## config.mk

```make
export PLATFORM = sky130hd
export DESIGN_NAME = dmem_mmio
export DESIGN_NICKNAME = d
export VERILOG_FILES = /design/src/rtl/dmem_mmio_pkg.sv /design/src/rtl/dmem_mmio_sync2.sv /design/src/rtl/dmem_mmio.sv
export SDC_FILE = /design/constraint.sdc
export NUM_CORES = 2
export LEC_CHECK = 0
export CAP_MARGIN = 10
export CELL_PAD_IN_SITES_DETAIL_PLACEMENT = 1
export CELL_PAD_IN_SITES_GLOBAL_PLACEMENT = 2
export CORE_MARGIN = 2
export CORE_UTILIZATION = 50
export CTS_CLUSTER_DIAMETER = 30
export CTS_CLUSTER_SIZE = 24
export DETAILED_ROUTE_END_ITERATION = 8
export DONT_BUFFER_PORTS = 1
export PLACE_DENSITY_LB_ADDON = 0.25
export SLEW_MARGIN = 5
export SYNTH_ARGS = -nofsm -noshare
export SYNTH_HDL_FRONTEND = slang
export SYNTH_SLANG_ARGS = --single-unit
```

## constraint.sdc

```tcl
create_clock -name clk -period 6.1 [get_ports clk]
set_input_delay 0.305 -clock clk [delete_from_list [all_inputs] [get_ports clk]]
set_output_delay 0.305 -clock clk [all_outputs]
set_load 0.1 [all_outputs]
```

## src/rtl/dmem_mmio_pkg.sv

```systemverilog
// dmem_mmio_pkg: address-map constants and shared enums for the MIPS data memory / MMIO block.
package dmem_mmio_pkg;
   localparam logic [15:0] IO_HI        = 16'hFFFF;
   localparam logic [15:0] GPIO_OUT_OFS = 16'h0000;
   localparam logic [15:0] GPIO_IN_OFS  = 16'h0080;
   typedef enum logic {IDLE, WAIT} rd_state_t;
   typedef enum logic [1:0] {REG_RAM, REG_GPIO_OUT, REG_GPIO_IN, REG_UNMAPPED} region_t;
endpackage

```

## src/rtl/dmem_mmio_sync2.sv

```systemverilog
// mmio_sync2: parametrised-width two-flop synchroniser, asynchronously reset to zero.
module mmio_sync2 #(
   parameter int W = 8
) (
   input  logic         clk,
   input  logic         reset,
   input  logic [W-1:0] i_d,
   output logic [W-1:0] o_q
);
   logic [W-1:0] r_meta, r_q;
   always_ff @(posedge clk or posedge reset)
      if (reset) begin
         r_meta <= '0;
         r_q    <= '0;
      end else begin
         r_meta <= i_d;
         r_q    <= r_meta;
      end
   assign o_q = r_q;
endmodule

```

## src/rtl/dmem_mmio.sv

```systemverilog
// dmem_mmio: byte-enabled data RAM with memory-mapped GPIO and a req/ready/rvalid handshake.
// Define GPIO_ACTIVE_LOW_EN to drive gpio_out inverted for active-low board LEDs.
module dmem_mmio
   import dmem_mmio_pkg::*;
#(
   parameter int DEPTH_WORDS = 64,
   parameter int N_GPIO      = 2,
   parameter int GPIO_W      = 8,
   parameter int RD_LAT      = 1
) (
   input  logic                     clk,
   input  logic                     reset,
   input  logic                     req,
   input  logic                     we,
   input  logic [3:0]               be,
   input  logic [31:0]              addr,
   input  logic [31:0]              wdata,
   output logic                     ready,
   output logic                     rvalid,
   output logic [31:0]              rdata,
   output logic                     err,
   output logic [N_GPIO*GPIO_W-1:0] gpio_out,
   input  logic [GPIO_W-1:0]        gpio_in
);
   localparam int AW = $clog2(DEPTH_WORDS);

   rd_state_t                r_state;
   logic [2:0]               r_cnt;
   logic [31:0]              r_hold, r_rdata;
   logic                     r_rvalid, r_err;
   logic [N_GPIO*GPIO_W-1:0] r_gpio;
   logic [31:0]              r_mem [DEPTH_WORDS];
   logic [GPIO_W-1:0]        w_gin, w_gmask, w_gsel;
   logic [13:0]              w_gofs;
   logic [AW-1:0]            w_idx;
   region_t                  w_region;
   logic [31:0]              w_rd_data;
   logic                     w_acc, w_wr, w_unused;

   mmio_sync2 #(.W(GPIO_W)) u_sync (.clk(clk), .reset(reset), .i_d(gpio_in), .o_q(w_gin));

   assign w_unused = ^addr[1:0];
   assign w_idx    = addr[AW+1:2];
   assign w_gofs   = addr[15:2] - GPIO_OUT_OFS[15:2];
   assign ready    = (r_state == IDLE);
   assign w_acc    = req & ready;
   assign w_wr     = w_acc & we;
   assign rvalid   = r_rvalid;
   assign rdata    = r_rdata;
   assign err      = r_err;

   // RAM window needs the bits above the word index clear; gpio_in sits outside the GPIO out range
   always_comb
      w_region = (addr[31:16] != IO_HI) ? ((addr[15:AW+2] == '0) ? REG_RAM : REG_UNMAPPED)
               : (addr[15:2] == GPIO_IN_OFS[15:2]) ? REG_GPIO_IN
               : (w_gofs < 14'(N_GPIO)) ? REG_GPIO_OUT : REG_UNMAPPED;

   always_comb begin
      w_gsel = '0;
      for (int i = 0; i < N_GPIO; i++)
         if (w_gofs == 14'(i)) w_gsel = r_gpio[i*GPIO_W +: GPIO_W];
   end

   always_comb begin
      w_gmask = '0;
      for (int b = 0; b < GPIO_W; b++) w_gmask[b] = be[b/8];
   end

   always_comb
      w_rd_data = (w_region == REG_RAM)      ? r_mem[w_idx]
                : (w_region == REG_GPIO_OUT) ? 32'(w_gsel)
                : (w_region == REG_GPIO_IN)  ? 32'(w_gin) : '0;

   always_ff @(posedge clk)
      if (w_wr && w_region == REG_RAM)
         for (int b = 0; b < 4; b++)
            if (be[b]) r_mem[w_idx][8*b +: 8] <= wdata[8*b +: 8];

   // read data is frozen at acceptance and released after RD_LAT edges
   always_ff @(posedge clk or posedge reset)
      if (reset) begin
         r_state  <= IDLE;
         r_cnt    <= '0;
         r_hold   <= '0;
         r_rdata  <= '0;
         r_rvalid <= 1'b0;
         r_err    <= 1'b0;
         r_gpio   <= '0;
      end else begin
         r_rvalid <= 1'b0;
         r_err    <= w_acc & (w_region == REG_UNMAPPED);
         if (w_acc && !we) begin
            if (RD_LAT == 1) begin
               r_rvalid <= 1'b1;
               r_rdata  <= w_rd_data;
            end else begin
               r_state <= WAIT;
               r_cnt   <= 3'(RD_LAT - 1);
               r_hold  <= w_rd_data;
            end
         end else if (r_state == WAIT) begin
            if (r_cnt == 3'd1) begin
               r_state  <= IDLE;
               r_rvalid <= 1'b1;
               r_rdata  <= r_hold;
            end else begin
               r_cnt <= r_cnt - 3'd1;
            end
         end
         for (int i = 0; i < N_GPIO; i++)
            if (w_wr && w_region == REG_GPIO_OUT && w_gofs == 14'(i))
               r_gpio[i*GPIO_W +: GPIO_W] <= (r_gpio[i*GPIO_W +: GPIO_W] & ~w_gmask)
                                           | (wdata[GPIO_W-1:0] & w_gmask);
      end

`ifdef GPIO_ACTIVE_LOW_EN
   assign gpio_out = ~r_gpio;
`else
   assign gpio_out = r_gpio;
`endif
endmodule

```

==> impl_metrics.ini <==
[run_status]
status = complete, but fails checks
failed_checks = max-slew violations

[critical_path]
critPathMaxStageDelay_ns = 0.86
cp-start-kind = input port
path_cells = buf_16 > buf_16 > nor3_2 > buf_4 > nand2_1 > nand2b_4 > nor4_4 > dlygate4sd3_1 > mux2_2
crit_fanout = 126
crit_required_ns = 6.95
critPathKind = input port to flop
end_kind = flop
crit_slowest_cell = nand2_1
arrival_ns = 5.21
crit_top_cell = buf_16

[floorplanning]
num_rows = 148
start_util_pct = 50.3
fp.dieW_um = 408
io-pin-count = 131
die_h_um = 408
core_area_um2 = 162000
die_area_um2 = 167000

[yosys]
synth_top_area_cell = edfxtp_1
synth_edf_count = 2048
synth_top_area_share_pct = 75.3
yosysWarnings = 0
async_reset_ff_share_pct = 3.31
dominantRegCellSynth = edfxtp_1
synth_cells = 3872
netlist_area_um2 = 81700
synthTopCellsByArea = edfxtp_1 75%, mux4_2 13%, mux2i_1 2.2%
syn_area_per_cell_um2 = 21.1
synth_nets = 3954
synth-seq-cells = 2118
ys_types = 53
ys_seq_area_share_pct = 77.4

[power]
leakagePower_nw = 32.7
combinationalPowerShare_pct = 3.2
p_clk_share_pct = 57.9
power_density_nw_per_um2 = 410
power_frac_seq_pct = 38.9
switchingPower_mw = 8.68
peakVddDrop_uv = 372
switching_share_pct = 21.1
total_power_mw = 41.2
internal-power_mw = 32.5

[timing]
period_minus_slack_ns = 4.35
finalCritPeriodShare_pct = 71.4
max_clock_freq_mhz = 230
rsz0062_at_grt = false
setup_viol = 0
setup_tns_ns = 0
slew_headroom_pct = -0.390
drv_slew = 13
hold_violations = 0
tightest_slew_ns = 1.51
fin_skew_ns = 0.0699

[placed_design]
gp_congestion = 0.799
place_hpwl_um = 128000
io_buffers = 0

[drt]
drtIter0Drc = 4780
wl_met2_um = 115000
top_layer_used = met5
drtAntennaViolNets = 0
vias = 42700
vias_per_cell = 6.30
drt-total-wl_um = 240000
drc = 0
wl_met1_um = 94700
firstDrtPassIters = 6
wl_met3_um = 20600
wire_per_inst_um = 35.4

[grt]
grt_pass1_wl_um = 340000
grt_overflow_total = 0
antenna_found_initial = 19
grt_max_degree = 599
grt_pass1_vias = 44900
grt_usage_pct = 29.0

[cts]
path_clk_slew_ns = 0.05
cts_max_path_buffers = 4
cts_made_buffers = 445
ctsResizeCount = 0
cts-root-buf = clkbuf_16
cts.sinks = 2118
cts_tree = done
cts-htree-levels = 5
clock_latency_ns = 0.97

[final_layout]
drive_gt1_share_pct = 28.2
layout_common_cells = 2048 x edfxtp_1, 460 x mux4_2, 447 x clkbuf_16
areaGrowthSynthToFinish_pct = 22.9
layout_commonest_cell = edfxtp_1
fin_nets = 4314

[worst_hold_path]
hold_path_class = input port to flop

[flow_run]
drv_cap = 0
-- layer usage --
layer  up-vias  GRT usage, %
met1     22900          39.7
li1      17100             -
met5         -             0
met4        12          12.3
met3       442          6.98
met2      2229          45.0
-- cell usage after synthesis (7+ instances only) --
master	count
nand3_1	34
buf_6	7
buf_1	14
nor2b_1	9
a211oi_1	57
a22o_1	28
dfrtp_1	70
nor2_1	286
a21oi_1	47
nand4_1	7
buf_2	76
a22oi_1	90
o221ai_1	33
o22ai_1	40
edfxtp_1	2048
mux4_2	460
a32o_1	19
clkbuf_1	116
buf_4	25
a221oi_1	9
nand2b_1	23
mux2_2	19
mux2i_1	176
nor4_1	8
nand2_1	85
and2_1	10
-- layout make-up --
type	count	area [um2]
Antenna cell	16	40.0
Clock buffer	511	11500
Clock inverter	296	3330
Fill cell	13200	62100
Inverter	7	28.8
Multi-Input combinational cell	1509	17300
Sequential cell	2118	63300
Tap cell	2175	2720
Timing Repair Buffer	151	2130
-- sequential cells by signal, indices dropped and copies added (netlist names), named ones only --
| name | cells |
|---|---|
| rdata | 32 |
| r_cnt | 3 |
| u_sync.r_meta | 8 |
| rvalid | 1 |
| err | 1 |
| u_sync.o_q | 8 |
| r_state | 1 |
| r_mem | 2048 |
-- repair_timing --
item,4_1_cts,5_1_grt
buffers inserted,0,0
hold buffers,102,0
hold endpoints to repair,2175,0
-- worst paths after layout --
path / startpoint / slack, ns / depth (start not counted) / to
worst min-delay path: addr[2] / 0.04 / 4 / rdata[27]
min in group asynchronous: reset / 0.44 / 4 / u_sync.r_meta[7]
worst min register to register: u_sync.r_meta[6] / 0.35 / 0 / u_sync.o_q[6]
worst max-delay path: addr[2] / 1.75 / 9 / flop
max in group asynchronous: reset / 4.91 / 4 / rdata[30]
worst max register to register: r_state / 2.79 / 6 / flop
-- cells by family (layout without fill, tap and decap cells) --
| logic type | count (synthesis) | in the layout | share of synthesized area, % |
|---|---|---|---|
| fa+ha+maj | 2 | 2 | 0.0306 |
| mux | 655 | 655 | 15.1 |
| flops | 2118 | 2118 | 77.4 |
| simple gates | 494 | 494 | 2.72 |
| buf+inv | 245 | 965 | 1.42 |
| xor+xnor | 2 | 2 | 0.0214 |
| other cells | 0 | 16 | 0 |
| compound gates | 356 | 356 | 3.27 |
-- worst max-delay path, delay by kind of cell --
| family | cells | cell delay (ns) |
|---|---|---|
| multiplexers | 1 | 0.33 |
| buffers and inverters | 4 | 2.24 |
| AND/OR/NAND/NOR | 4 | 2.04 |
-- per-stage QoR --
step	worst slack (ns)	area, um2	util [%]	std cells	hold slack, ns
6_report	1.75	100000	61.8	6783	0.0448
5_1_grt	1.58	100000	61.8	6770	0.0334
4_1_cts	2.23	100000	61.6	6760	0.00164
3_5_place_dp	2.29	83600	51.5	5851	0.253
3_3_place_gp	2.30	83600	51.5	5851	0.250
2_1_floorplan	3.50	81700	-	3872	0.331
-- power by group through the flow --
stage          clock, mW  sequential, mW  combinational, mW
6_report            23.9            16.0               1.32
5_1_grt             24.7            16.0               1.37
4_1_cts             24.0            16.0               1.14
3_5_place_dp           0            16.3              0.758
3_3_place_gp           0            16.3              0.752
2_1_floorplan          0            16.3              0.676
Note: power is estimated with default switching activity, not from simulation.
